<file path="src/rtl/si_pkg.sv">
// Shared Space Invaders constants: screen geometry and fire FSM encoding.
// Latency: n/a (types and constants only).
// Backpressure: n/a.
package si_pkg;

   localparam int X_MAX    = 640;
   localparam int CANNON_W = 32;
   localparam int X_INIT   = 304;

   typedef enum logic [1:0] {
      FIRE_IDLE = 2'd0,
      FIRE_REQ  = 2'd1,
      FIRE_COOL = 2'd2
   } fire_state_e;

endpackage

</file>
<file path="src/rtl/mouse_btn_edge.sv">
// Mouse button rise detector: remembers last packet's buttons, flags new presses.
// Latency: edge/held are combinational in the m_done_tick cycle; history updates on the next edge.
// Backpressure: none, every packet strobe is consumed.
module mouse_btn_edge (
   input  logic       clk,
   input  logic       reset_n,
   input  logic       m_done_tick,
   input  logic [2:0] btnm,
   output logic [2:0] btn_edge,
   output logic [2:0] btn_held
);

   logic [2:0] prev_q;

   // Capture every packet's button state, whether or not gameplay is running.
   always_ff @(posedge clk or negedge reset_n) begin
      if (!reset_n) begin
         prev_q <= 3'b000;
      end else if (m_done_tick) begin
         prev_q <= btnm;
      end
   end

   // Edges and levels only mean something in the packet-valid cycle.
   assign btn_edge = m_done_tick ? (btnm & ~prev_q) : 3'b000;
   assign btn_held = m_done_tick ? btnm : 3'b000;

endmodule

</file>
<file path="src/rtl/mouse_cannon_ctrl.sv">
// Mouse packets to cannon position, fire request handshake with cooldown, and pause pulse.
// Latency: all outputs registered, one cycle after m_done_tick / fire_ack.
// Backpressure: fire_req held until fire_ack; presses during REQ/COOL are dropped, not queued.
module mouse_cannon_ctrl
   import si_pkg::*;
#(
   parameter int          SPEED_SHIFT = 1,
   parameter int unsigned COOLDOWN    = 12_500_000
) (
   input  logic       clk,
   input  logic       reset_n,
   input  logic       m_done_tick,
   input  logic [8:0] xm,
   input  logic [2:0] btnm,
   input  logic       game_en,
   input  logic       fire_ack,
   output logic [9:0] cannon_x,
   output logic       fire_req,
   output logic       pause_toggle
);

   localparam int CNT_W = (COOLDOWN > 1) ? $clog2(COOLDOWN) : 1;
   localparam logic signed [11:0] X_RIGHT = 12'(X_MAX - CANNON_W);
   localparam logic [9:0]         X_HOME  = 10'(X_INIT);

   logic [2:0]              btn_edge;
   logic [2:0]              btn_held;
   logic                    unused_btn;

   logic [9:0]              cannon_x_q, cannon_x_d;
   logic signed [11:0]      delta;
   logic signed [11:0]      sum;

   fire_state_e             state_q;
   logic                    fire_req_q;
   logic [CNT_W-1:0]        cnt_q;
   logic                    pause_q;

   mouse_btn_edge u_btn (
      .clk         (clk),
      .reset_n     (reset_n),
      .m_done_tick (m_done_tick),
      .btnm        (btnm),
      .btn_edge    (btn_edge),
      .btn_held    (btn_held)
   );

   // Right-button edge and left/middle levels have no consumer here.
   assign unused_btn = ^{btn_edge[1], btn_held[2], btn_held[0]};

   // 12-bit signed arithmetic leaves headroom so the clamp never sees a wrapped value.
   assign delta = $signed({{3{xm[8]}}, xm}) >>> SPEED_SHIFT;
   assign sum   = $signed({2'b00, cannon_x_q}) + delta;

   // Next position: recenter beats movement; movement is clamped to the visible range.
   always_comb begin
      cannon_x_d = cannon_x_q;
      if (m_done_tick && game_en) begin
         if (btn_held[1]) begin
            cannon_x_d = X_HOME;
         end else if (sum < 12'sd0) begin
            cannon_x_d = 10'd0;
         end else if (sum > X_RIGHT) begin
            cannon_x_d = X_RIGHT[9:0];
         end else begin
            cannon_x_d = sum[9:0];
         end
      end
   end

   // Position register.
   always_ff @(posedge clk or negedge reset_n) begin
      if (!reset_n) begin
         cannon_x_q <= X_HOME;
      end else begin
         cannon_x_q <= cannon_x_d;
      end
   end

   // Pause pulse follows a middle-button press regardless of gameplay state.
   always_ff @(posedge clk or negedge reset_n) begin
      if (!reset_n) begin
         pause_q <= 1'b0;
      end else begin
         pause_q <= btn_edge[2];
      end
   end

   // Fire FSM with registered request; ack wins over a simultaneous game_en drop
   // because the shot has already been taken by the engine.
   always_ff @(posedge clk or negedge reset_n) begin
      if (!reset_n) begin
         state_q    <= FIRE_IDLE;
         fire_req_q <= 1'b0;
         cnt_q      <= '0;
      end else begin
         case (state_q)
            FIRE_IDLE: begin
               if (btn_edge[0] && game_en) begin
                  state_q    <= FIRE_REQ;
                  fire_req_q <= 1'b1;
               end
            end
            FIRE_REQ: begin
               if (fire_ack) begin
                  state_q    <= FIRE_COOL;
                  fire_req_q <= 1'b0;
                  cnt_q      <= CNT_W'(COOLDOWN - 1);
               end else if (!game_en) begin
                  state_q    <= FIRE_IDLE;
                  fire_req_q <= 1'b0;
               end
            end
            FIRE_COOL: begin
               if (cnt_q == '0) begin
                  state_q <= FIRE_IDLE;
               end else begin
                  cnt_q <= cnt_q - CNT_W'(1);
               end
            end
            default: begin
               state_q    <= FIRE_IDLE;
               fire_req_q <= 1'b0;
               cnt_q      <= '0;
            end
         endcase
      end
   end

   assign cannon_x     = cannon_x_q;
   assign fire_req     = fire_req_q;
   assign pause_toggle = pause_q;

endmodule

</file>
<file path="config.mk">
export PLATFORM = sky130hd
export DESIGN_NAME = mouse_cannon_ctrl
export DESIGN_NICKNAME = d
export VERILOG_FILES = /design/src/rtl/si_pkg.sv /design/src/rtl/mouse_btn_edge.sv /design/src/rtl/mouse_cannon_ctrl.sv
export SDC_FILE = /design/constraint.sdc
export NUM_CORES = 1
export LEC_CHECK = 0
export CAP_MARGIN = 0
export CORE_MARGIN = 4
export CORE_UTILIZATION = 61
export CTS_CLUSTER_DIAMETER = 60
export CTS_CLUSTER_SIZE = 12
export DETAILED_ROUTE_END_ITERATION = 7
export PLACE_DENSITY = 0.85
export SYNTH_ARGS = -nofsm -noshare
export SYNTH_HDL_FRONTEND = slang
export SYNTH_SLANG_ARGS = --single-unit
</file>
<file path="constraint.sdc">
create_clock -name clk -period 6.8 [get_ports clk]
set_input_delay 2.04 -clock clk [delete_from_list [all_inputs] [get_ports clk]]
set_output_delay 2.04 -clock clk [all_outputs]
set_load 0.05 [all_outputs]
</file>
==> results of run 1 <==
state kept, by name, indices dropped and copies added (netlist names):
signal / flops
pause_toggle: 1
fire_req: 1
u_btn.prev_q: 2
state_q: 2
cnt_q: 24
cannon_x: 10
area by class of cell:
| type | instances | share of cell area |
|---|---|---|
| sequential | 40 | 0.325 |
| clock inverter | 3 | 0.0138 |
| clock buffer | 5 | 0.0223 |
| timing repair buffer | 27 | 0.0859 |
| inverter | 17 | 0.0207 |
| multi-input combinational | 239 | 0.512 |
| tap | 50 | 0.0203 |
metal layers:
| layer | vias to the layer above | global-route usage | wire length, um |
|---|---|---|---|
| met5 | - | 0 | 0 |
| met4 | 0 | 0.0593 | 84 |
| met3 | 10 | 0.0419 | 384 |
| met2 | 87 | 0.393 | 2880 |
| met1 | 1152 | 0.296 | 2600 |
| li1 | 1186 | - | - |
synthesized netlist by cell type, drive strengths merged (5+ instances only):
cell / count
mux2: 5
o311ai: 7
nor3: 10
a21oi: 22
nand3: 7
a21o: 5
inv: 17
ha: 15
or3: 11
dfrtp: 37
nor2: 20
nand2: 30
o21ai: 34
worst max path at each step:
stage / endpoint / cells after the start / slack (ps)
5_1_grt: cannon_x[2] / 11 / 1990
3_3_place_gp: cannon_x[1] / 11 / 1890
3_5_place_dp: cannon_x[0] / 11 / 1830
6_report: cannon_x[0] / 11 / 2120
4_1_cts: cannon_x[0] / 11 / 2130
2_1_floorplan: cannon_x[6] / 10 / 2710
cell families (layout without fill, tap and decap cells):
group                      count (synthesis)  after routing  share of synthesized area
adders and majority gates                 16             16                     0.0774
and+or+nand+nor                          104            104                      0.207
xor gates and xnor gates                   7              7                     0.0229
DFF                                       40             40                      0.375
AOI/OAI and AO/OA                        107            107                      0.261
buffers and inverters                     24             52                     0.0368
muxes                                      5              5                     0.0210
through the flow:
step	total power, uW	cell area (um2)	cells	hold slack, ps
floorplan	832	2680	303	450
global placement	967	2980	373	466
detailed placement	983	2980	373	469
CTS	1180	3090	381	504
global route	1270	3090	381	538
finish	1180	3090	381	506
critical path, stage by stage:
cell and delay, ps:
clkdlybuf4s50_1 470, ha_1 160, inv_1 50, fa_1 390, nand2b_1 180, a211oi_1 320, o32ai_1 180, xnor2_1 210
o21ai_0 170, o21ai_0 470, a32o_1 260
power breakdown:
part / internal, uW / switching [uW]
combinational: 238 / 408
sequential: 300 / 46.5
clock: 109 / 81.8
==> out/metrics.yaml, run 1 <==
status:
  status: "finished, final reports clean"
sta:
  slew_headroom: 0.424
  tightest_slew_ps: 863
  period_minus_slack_ps: 4680
  setup_ws_ps: 2120
  finalHoldViolations: 0
  setup_viol: 0
  finalCritPeriodShare: 0.688
  fin_tns_setup_ps: 0
  slew_violations: 0
  rsz0062_at_grt: "false"
  fin_worst_skew_ps: 4.15
  max_freq_mhz: 214
routing:
  ant_nets: 0
  drc: 0
  dr.pass1.iters: 6
  wl_per_cell_um: 15.6
  drt_iter0_drc: 152
  vias_per_cell: 6.39
  vias: 2435
  routed_wl_mm: 5.95
place:
  gp_congestion: 0.925
  numPortBuffers: 27
  dp_slack_ps: 1830
  dp_hpwl_mm: 4.42
floorplan:
  fp-row-count: 23
  dieArea_mm2: 0.00552
  coreArea_mm2: 0.00412
  dieWidth_um: 74.3
  ioPinCount: 29
  start_util: 0.652
  die_h_um: 74.3
clock_network:
  postCtsSetupRepairBufs: 0
  numCtsBuffers: 5
  clk-insertion-delay-late_ps: 290
  cts-root-buf: "clkbuf_8"
  cts.hold.buffers_added: 0
  clk_pin_slew_worst_paths_ps: 80
  cts_sinks: 40
  clock_path_buffers: 2
  h-tree-depth: 2
  ctsResizeCount: 0
  cts_tree: "yes"
synthesis:
  async_reset_ff_frac: 1.00
  synth_area_leaders: "dfrtp_1 35%, ha_1 7.0%, o21ai_0 6.3%"
  synth_edf_count: 0
  ys_warn_count: 0
  synth_largest_area_cell: "dfrtp_1"
  ys_types: 58
  synth_top_area_frac: 0.345
  yosysSeqAreaShare: 0.375
  ys_seq_elements: 40
  synth_area_mm2: 0.00268
  synth.avg_cell_area_um2: 8.85
  syn_nets: 336
  ys.flop_type: "dfrtp_1"
  netlist_instances: 303
worst_setup_path:
  reg2reg_depth: 10
  worstPathArrival_ps: 4910
  crit_type: "input port to register"
  rr_endpoint: "cannon_x[0]"
  end_kind: "register"
  crit_path_start: "xm[1]"
  regToRegSetupSlack_ps: 3950
  cp-start-kind: "input port"
  required_ps: 7030
  critPathMaxFanout: 5
  reg2reg_from: "cannon_x[0]"
job:
  cap_viol_max_count: 0
global_route:
  grt_pass1_vias: 2248
  grt-ovfl-total: 0
  grtUsageTotal: 0.227
  grt_max_degree: 41
  antenna_found_initial: 0
  grt_pass1_wl_mm: 9.92
layout:
  utilization: 0.750
  fillers: 311
  drive_above_1_share: 0.0816
  seqCellArea_mm2: 0.00100
  n_antenna_cell: 0
  final_common_cell: "dfrtp_1"
  final_cell_mix: "37 x dfrtp_1, 34 x o21ai_0, 30 x nand2_1"
  multiInputGateArea_mm2: 0.00158
  nNetsFinal: 363
  syn2layout_area_growth_pct: 15.1
worst_hold_path:
  hold_end: "cnt_q[23]"
  min_path_cells: 1
  holdCritPathClass: "register to register"
  worstHoldStart: "cnt_q[23]"
power_and_ir_drop:
  irDropWorstVdd_uv: 307
  power_density_mw_per_mm2: 383
  p_leak_uw: 0.00131
Note: power is estimated with default switching activity, not from simulation.
==> inputs of run 2 (changes only) <==
--- a/config.mk
+++ b/config.mk
@@ -7,11 +7,11 @@
 export LEC_CHECK = 0
 export CAP_MARGIN = 0
 export CORE_MARGIN = 4
-export CORE_UTILIZATION = 61
+export CORE_UTILIZATION = 51
 export CTS_CLUSTER_DIAMETER = 60
 export CTS_CLUSTER_SIZE = 12
 export DETAILED_ROUTE_END_ITERATION = 7
-export PLACE_DENSITY = 0.85
+export PLACE_DENSITY = 0.76
 export SYNTH_ARGS = -nofsm -noshare
 export SYNTH_HDL_FRONTEND = slang
 export SYNTH_SLANG_ARGS = --single-unit
==> constraint.sdc (replaced) <==
create_clock -name clk -period 4.2 [get_ports clk]
set_input_delay 1.26 -clock clk [delete_from_list [all_inputs] [get_ports clk]]
set_output_delay 1.26 -clock clk [all_outputs]
set_load 0.05 [all_outputs]
==> run 2 against run 1 <==
  * Final cell count is 5.8% higher
  * Register-to-register slack worse by 2600 ps
  * Count of clock-buffer cells in the layout up 2
  * Clock skew up 5.2 ps
==> out/metrics.yaml, run 2 (synthesized netlist as in run 1, its figures left out) <==
status:
  status: "finished, final reports clean"
routing:
  ant_nets: 0  # unchanged
  routed_wl_mm: 6.01  # +0.94%
  dr.pass1.iters: 5  # -1
  wl_per_cell_um: 14.9  # -4.6%
  drc: 0  # unchanged
  vias_per_cell: 5.80  # -9.3%
  vias: 2337  # -4.0%
  drt_iter0_drc: 159  # +4.6%
worst_setup_path:
  endpoint: "cannon_x[6]"
  crit_path_start: "xm[1]"
  required_ps: 4360  # -2670 ps
  reg2reg_depth: 10  # unchanged
  regToRegSetupSlack_ps: 1380  # -2570 ps
  rr_endpoint: "cannon_x[6]"
  cp-start-kind: "input port"
  end_kind: "register"
  reg2reg_from: "cannon_x[0]"
  critPathMaxFanout: 2  # -3
  worstPathArrival_ps: 4010  # -900 ps
  crit_type: "input port to register"
floorplan:
  ioPinCount: 29  # unchanged
  die_h_um: 80.5  # +8.4%
  fp-row-count: 26  # +13%
  start_util: 0.525  # -0.127
  coreArea_mm2: 0.00511  # +24%
  dieArea_mm2: 0.00648  # +17%
  dieWidth_um: 80.5  # +8.4%
clock_network:
  h-tree-depth: 2  # unchanged
  numCtsBuffers: 5  # unchanged
  postCtsSetupRepairBufs: 0  # unchanged
  cts.hold.buffers_added: 0  # unchanged
  ctsResizeCount: 0  # unchanged
  cts_sinks: 40  # unchanged
  cts_tree: "yes"
  clk_pin_slew_worst_paths_ps: 70  # about the same
  clock_path_buffers: 2  # unchanged
  clk-insertion-delay-late_ps: 300  # about the same
  cts-root-buf: "clkbuf_8"
layout:
  nNetsFinal: 365  # +0.55%
  utilization: 0.606  # -0.144
  final_cell_mix: "37 x dfrtp_1, 34 x o21ai_0, 30 x nand2_1"
  largest_reg_flops: 24  # unchanged
  regMostFlops: "cnt_q"
  final_common_cell: "dfrtp_1"
  seqCellArea_mm2: 0.00100  # unchanged
  drive_above_1_share: 0.0811  # -0.000490
  fillers: 468  # +50%
  syn2layout_area_growth_pct: 15.4
  multiInputGateArea_mm2: 0.00158  # unchanged
  n_antenna_cell: 0  # unchanged
power_and_ir_drop:
  p_leak_uw: 0.00131  # -0.18%
  power_density_mw_per_mm2: 597  # +56%
  irDropWorstVdd_uv: 375  # +22%
sta:
  tightest_slew_ps: 880  # +17.0 ps
  finalHoldViolations: 0  # unchanged
  rsz0062_at_grt: "false"
  slew_violations: 0  # unchanged
  period_minus_slack_ps: 3850
  slew_headroom: 0.413  # -0.0113
  fin_worst_skew_ps: 9.38  # +5.24 ps
  setup_viol: 0  # unchanged
  max_freq_mhz: 260
  fin_tns_setup_ps: 0  # unchanged
  finalCritPeriodShare: 0.917
place:
  dp_hpwl_mm: 4.40  # -0.39%
  gp_congestion: 0.813  # -12%
  numPortBuffers: 27  # unchanged
global_route:
  grt_pass1_wl_mm: 10.5  # +5.6%
  grt_pass1_vias: 2326  # +3.5%
  grtUsageTotal: 0.202  # -0.0251
  grt_max_degree: 41  # unchanged
  antenna_found_initial: 0  # unchanged
  grt-ovfl-total: 0  # unchanged
job:
  cap_viol_max_count: 0  # unchanged
worst_hold_path:
  holdCritPathClass: "register to register"
-- run 2: cell count changes in the layout (fill, tap and decap cells not counted), sizes merged --
cell / before / now
clkbuf: 5 / 7
bufinv: 1 / 0
clkinvlp: 1 / 0
buf: 1 / 3
-- run 2: through the flow --
step / cells / hold WS [ps] / setup WS (ps) / total power, uW / instance area (um2)
CTS: 403 / 497 / 393 / 1850 / 3100
global route: 403 / 520 / 150 / 2020 / 3100
floorplan: 303 / 450 / 894 / 1350 / 2680
detailed placement: 395 / 480 / 78.4 / 1600 / 3020
finish: 403 / 493 / 350 / 1850 / 3100
global placement: 395 / 462 / 132 / 1580 / 3020
-- run 2: worst max-delay path: stages --
cell,delay [ps]
clkdlybuf4s50_1,460
ha_1,160
inv_1,50
fa_1,380
nand2b_1,180
a211oi_1,330
o32ai_1,170
xnor2_1,210
o21ai_0,170
a222oi_1,480
a22oi_1,150
-- run 2: worst min path at each step --
stage,to,cells after the start,slack (ps),start
after floorplan,cnt_q[23],1,450,cnt_q[23]
after global routing,cnt_q[8],1,520,cnt_q[8]
after CTS,cnt_q[23],1,500,cnt_q[23]
final,cnt_q[23],1,490,cnt_q[23]
after global placement,cnt_q[23],1,460,cnt_q[23]
after detailed placement,cnt_q[23],1,480,cnt_q[23]
-- run 2: final cells by class --
type                    instances  area share
multi-input cells             239       0.510
flip-flops and latches         40       0.324
repair buffers                 29      0.0905
well taps                      70      0.0283
clock buffers                   7      0.0246
inverters                      17      0.0206
clock inverters                 1     0.00162
-- run 2: layer usage --
layer,wire [um],vias up,GRT usage
met4,41,0,0.0473
met2,2980,43,0.349
met1,2800,1102,0.260
met3,191,4,0.0404
li1,-,1188,-
met5,0,-,0
-- run 2: power by group --
part / switching, uW / internal (uW)
Combinational: 652 / 391
Clock: 132 / 117
Sequential: 72.0 / 485
==> inputs of run 3 (changes only) <==
--- a/config.mk
+++ b/config.mk
@@ -6,12 +6,13 @@
 export NUM_CORES = 1
 export LEC_CHECK = 0
 export CAP_MARGIN = 0
-export CORE_MARGIN = 4
 export CORE_UTILIZATION = 51
+export CTS_BUF_LIST = sky130_fd_sc_hd__clkbuf_16
 export CTS_CLUSTER_DIAMETER = 60
 export CTS_CLUSTER_SIZE = 12
 export DETAILED_ROUTE_END_ITERATION = 7
 export PLACE_DENSITY = 0.76
+export SLEW_MARGIN = 25
 export SYNTH_ARGS = -nofsm -noshare
 export SYNTH_HDL_FRONTEND = slang
 export SYNTH_SLANG_ARGS = --single-unit
==> run 3 against run 2 <==
  * Critical path depth stayed put
  * Sequential share of layout area shrank 0.84 points
  * Worst hold slack worse by 6.3 ps
  * Worst setup slack better by 51 ps
  * Sequential power about the same
  * Power grew 9.4%
  * Clock power rose by 69%
  * Largest power group unchanged
  * Final area up 2.7%
  * Highest routed layer unchanged
  * Clock skew down 4.6 ps
  * Critical endpoint unchanged
==> out/metrics.yaml, run 3 (synthesized netlist as in run 1, its figures left out) <==
worst_setup_path:
  critPathMaxFanout: 2  # unchanged
  worstPathArrival_ps: 3940  # -70 ps
  end_kind: "register"
  required_ps: 4340  # -20 ps
  crit_type: "input port to register"
  cp-start-kind: "input port"
floorplan:
  dieArea_mm2: 0.00555  # -14%
  fp-row-count: 26  # unchanged
  coreArea_mm2: 0.00507  # -0.64%
  ioPinCount: 29  # unchanged
  die_h_um: 74.5  # -7.5%
  start_util: 0.529  # +0.00337
  dieWidth_um: 74.5  # -7.5%
place:
  gp_congestion: 0.823  # +1.2%
  numPortBuffers: 27  # unchanged
  dp_hpwl_mm: 4.38  # -0.52%
  place_area_mm2: 0.00302  # unchanged
routing:
  vias: 2384  # +2.0%
  drt_iter0_drc: 135  # -15%
  wl_per_cell_um: 14.8  # -0.58%
  vias_per_cell: 5.92  # +2.0%
  drc: 0  # unchanged
  ant_nets: 0  # unchanged
  dr.pass1.iters: 4  # -1
  routed_wl_mm: 5.97  # -0.58%
layout:
  seqCellArea_mm2: 0.00100  # unchanged
  multiInputGateArea_mm2: 0.00158  # unchanged
  regMostFlops: "cnt_q"
  n_antenna_cell: 0  # unchanged
  fillers: 458  # -2.1%
  utilization: 0.626  # +0.0202
  drive_above_1_share: 0.0841  # +0.00300
  largest_reg_flops: 24  # unchanged
  final_common_cell: "dfrtp_1"
  syn2layout_area_growth_pct: 18.5
  final_cell_mix: "37 x dfrtp_1, 34 x o21ai_0, 30 x nand2_1"
  nNetsFinal: 365  # unchanged
  design_area_mm2: 0.00318  # +2.7%
clock_network:
  cts_tree: "yes"
  cts-root-buf: "clkbuf_16"
  clock_path_buffers: 2  # unchanged
  clk-insertion-delay-late_ps: 280  # -20 ps
  cts.hold.buffers_added: 0  # unchanged
  ctsResizeCount: 0  # unchanged
  clk_pin_slew_worst_paths_ps: 60  # about the same
  postCtsSetupRepairBufs: 0  # unchanged
  numCtsBuffers: 5  # unchanged
  h-tree-depth: 2  # unchanged
  cts_sinks: 40  # unchanged
global_route:
  grtUsageTotal: 0.239  # +0.0368
  grt_pass1_wl_mm: 10.2  # -2.7%
  antenna_found_initial: 0  # unchanged
  grt_pass1_vias: 2291  # -1.5%
  grt-ovfl-total: 0  # unchanged
  grt_max_degree: 41  # unchanged
job:
  cap_viol_max_count: 0  # unchanged
sta:
  fin_tns_setup_ps: 0  # unchanged
  period_minus_slack_ps: 3800  # -50.8 ps
  hold_ws_ps: 487  # -6.30 ps
  max_freq_mhz: 263  # +1.3%
  setup_viol: 0  # unchanged
  tightest_slew_ps: 900  # +19.4 ps
  slew_violations: 0  # unchanged
  slew_headroom: 0.400  # -0.0129
  rsz0062_at_grt: "false"
  finalCritPeriodShare: 0.905  # -0.0121
  finalHoldViolations: 0  # unchanged
  fin_worst_skew_ps: 4.77  # -4.62 ps
power_and_ir_drop:
  p_leak_uw: 0.00135  # +3.3%
  power_density_mw_per_mm2: 636  # +6.6%
  irDropWorstVdd_uv: 348  # -7.3%
status:
  status: "finished, final reports clean"
worst_hold_path:
  holdCritPathClass: "register to register"
run 3: cell types whose count changed in the layout (fill, tap and decap cells not counted), sizes merged:
cell	change
inv	+1
bufinv	+1
clkbuf	-2
run 3: worst max-delay path, cell delays in order:
cell and delay, ps:
clkdlybuf4s50_1 460, ha_1 160, inv_1 50, fa_1 390, nand2b_1 180, a211oi_1 290, o32ai_1 160, xnor2_1 210
o21ai_0 170, a222oi_1 460, a22oi_1 150
run 3: metrics by stage:
stage	total power, uW	instances	setup WS [ps]
2_1_floorplan	1350	303	894
3_3_place_gp	1580	395	136
3_5_place_dp	1600	395	96.7
4_1_cts	2030	403	385
5_1_grt	2190	403	209
6_report	2020	403	401
run 3: cell type report:
| class | count | share of cell area |
|---|---|---|
| multi-input cells | 239 | 0.497 |
| flip-flops and latches | 40 | 0.316 |
| inverters | 17 | 0.0201 |
| clock buffers | 5 | 0.0394 |
| repair buffers | 29 | 0.0882 |
| clock inverters | 3 | 0.0122 |
| well taps | 70 | 0.0275 |
run 3: metal layers:
layer	routed length [um]	GRT usage
met1	2620	0.291
met2	3140	0.430
met3	185	0.0407
met4	25	0.0734
met5	0	0
run 3: report_power, final:
part           internal (uW)  switching (uW)  total (uW)  leakage, uW
Clock                    277             145         422    0.0000850
Sequential               486            74.2         560     0.000524
Combinational            392             649        1040     0.000744
Total                   1150             869        2020      0.00135
run 3: final timing paths:
kind                                   from           to  slack (ps)  cells past startpoint
min in group asynchronous           reset_n    cnt_q[23]        1100                      1
worst max-delay path                  xm[1]  cannon_x[6]         400                     11
worst min register to register    cnt_q[23]    cnt_q[23]         490                      1
worst max register to register  cannon_x[0]  cannon_x[6]        1460                     10
worst min-delay path              cnt_q[23]    cnt_q[23]         490                      1
max in group asynchronous           reset_n  cannon_x[9]        2530                      1
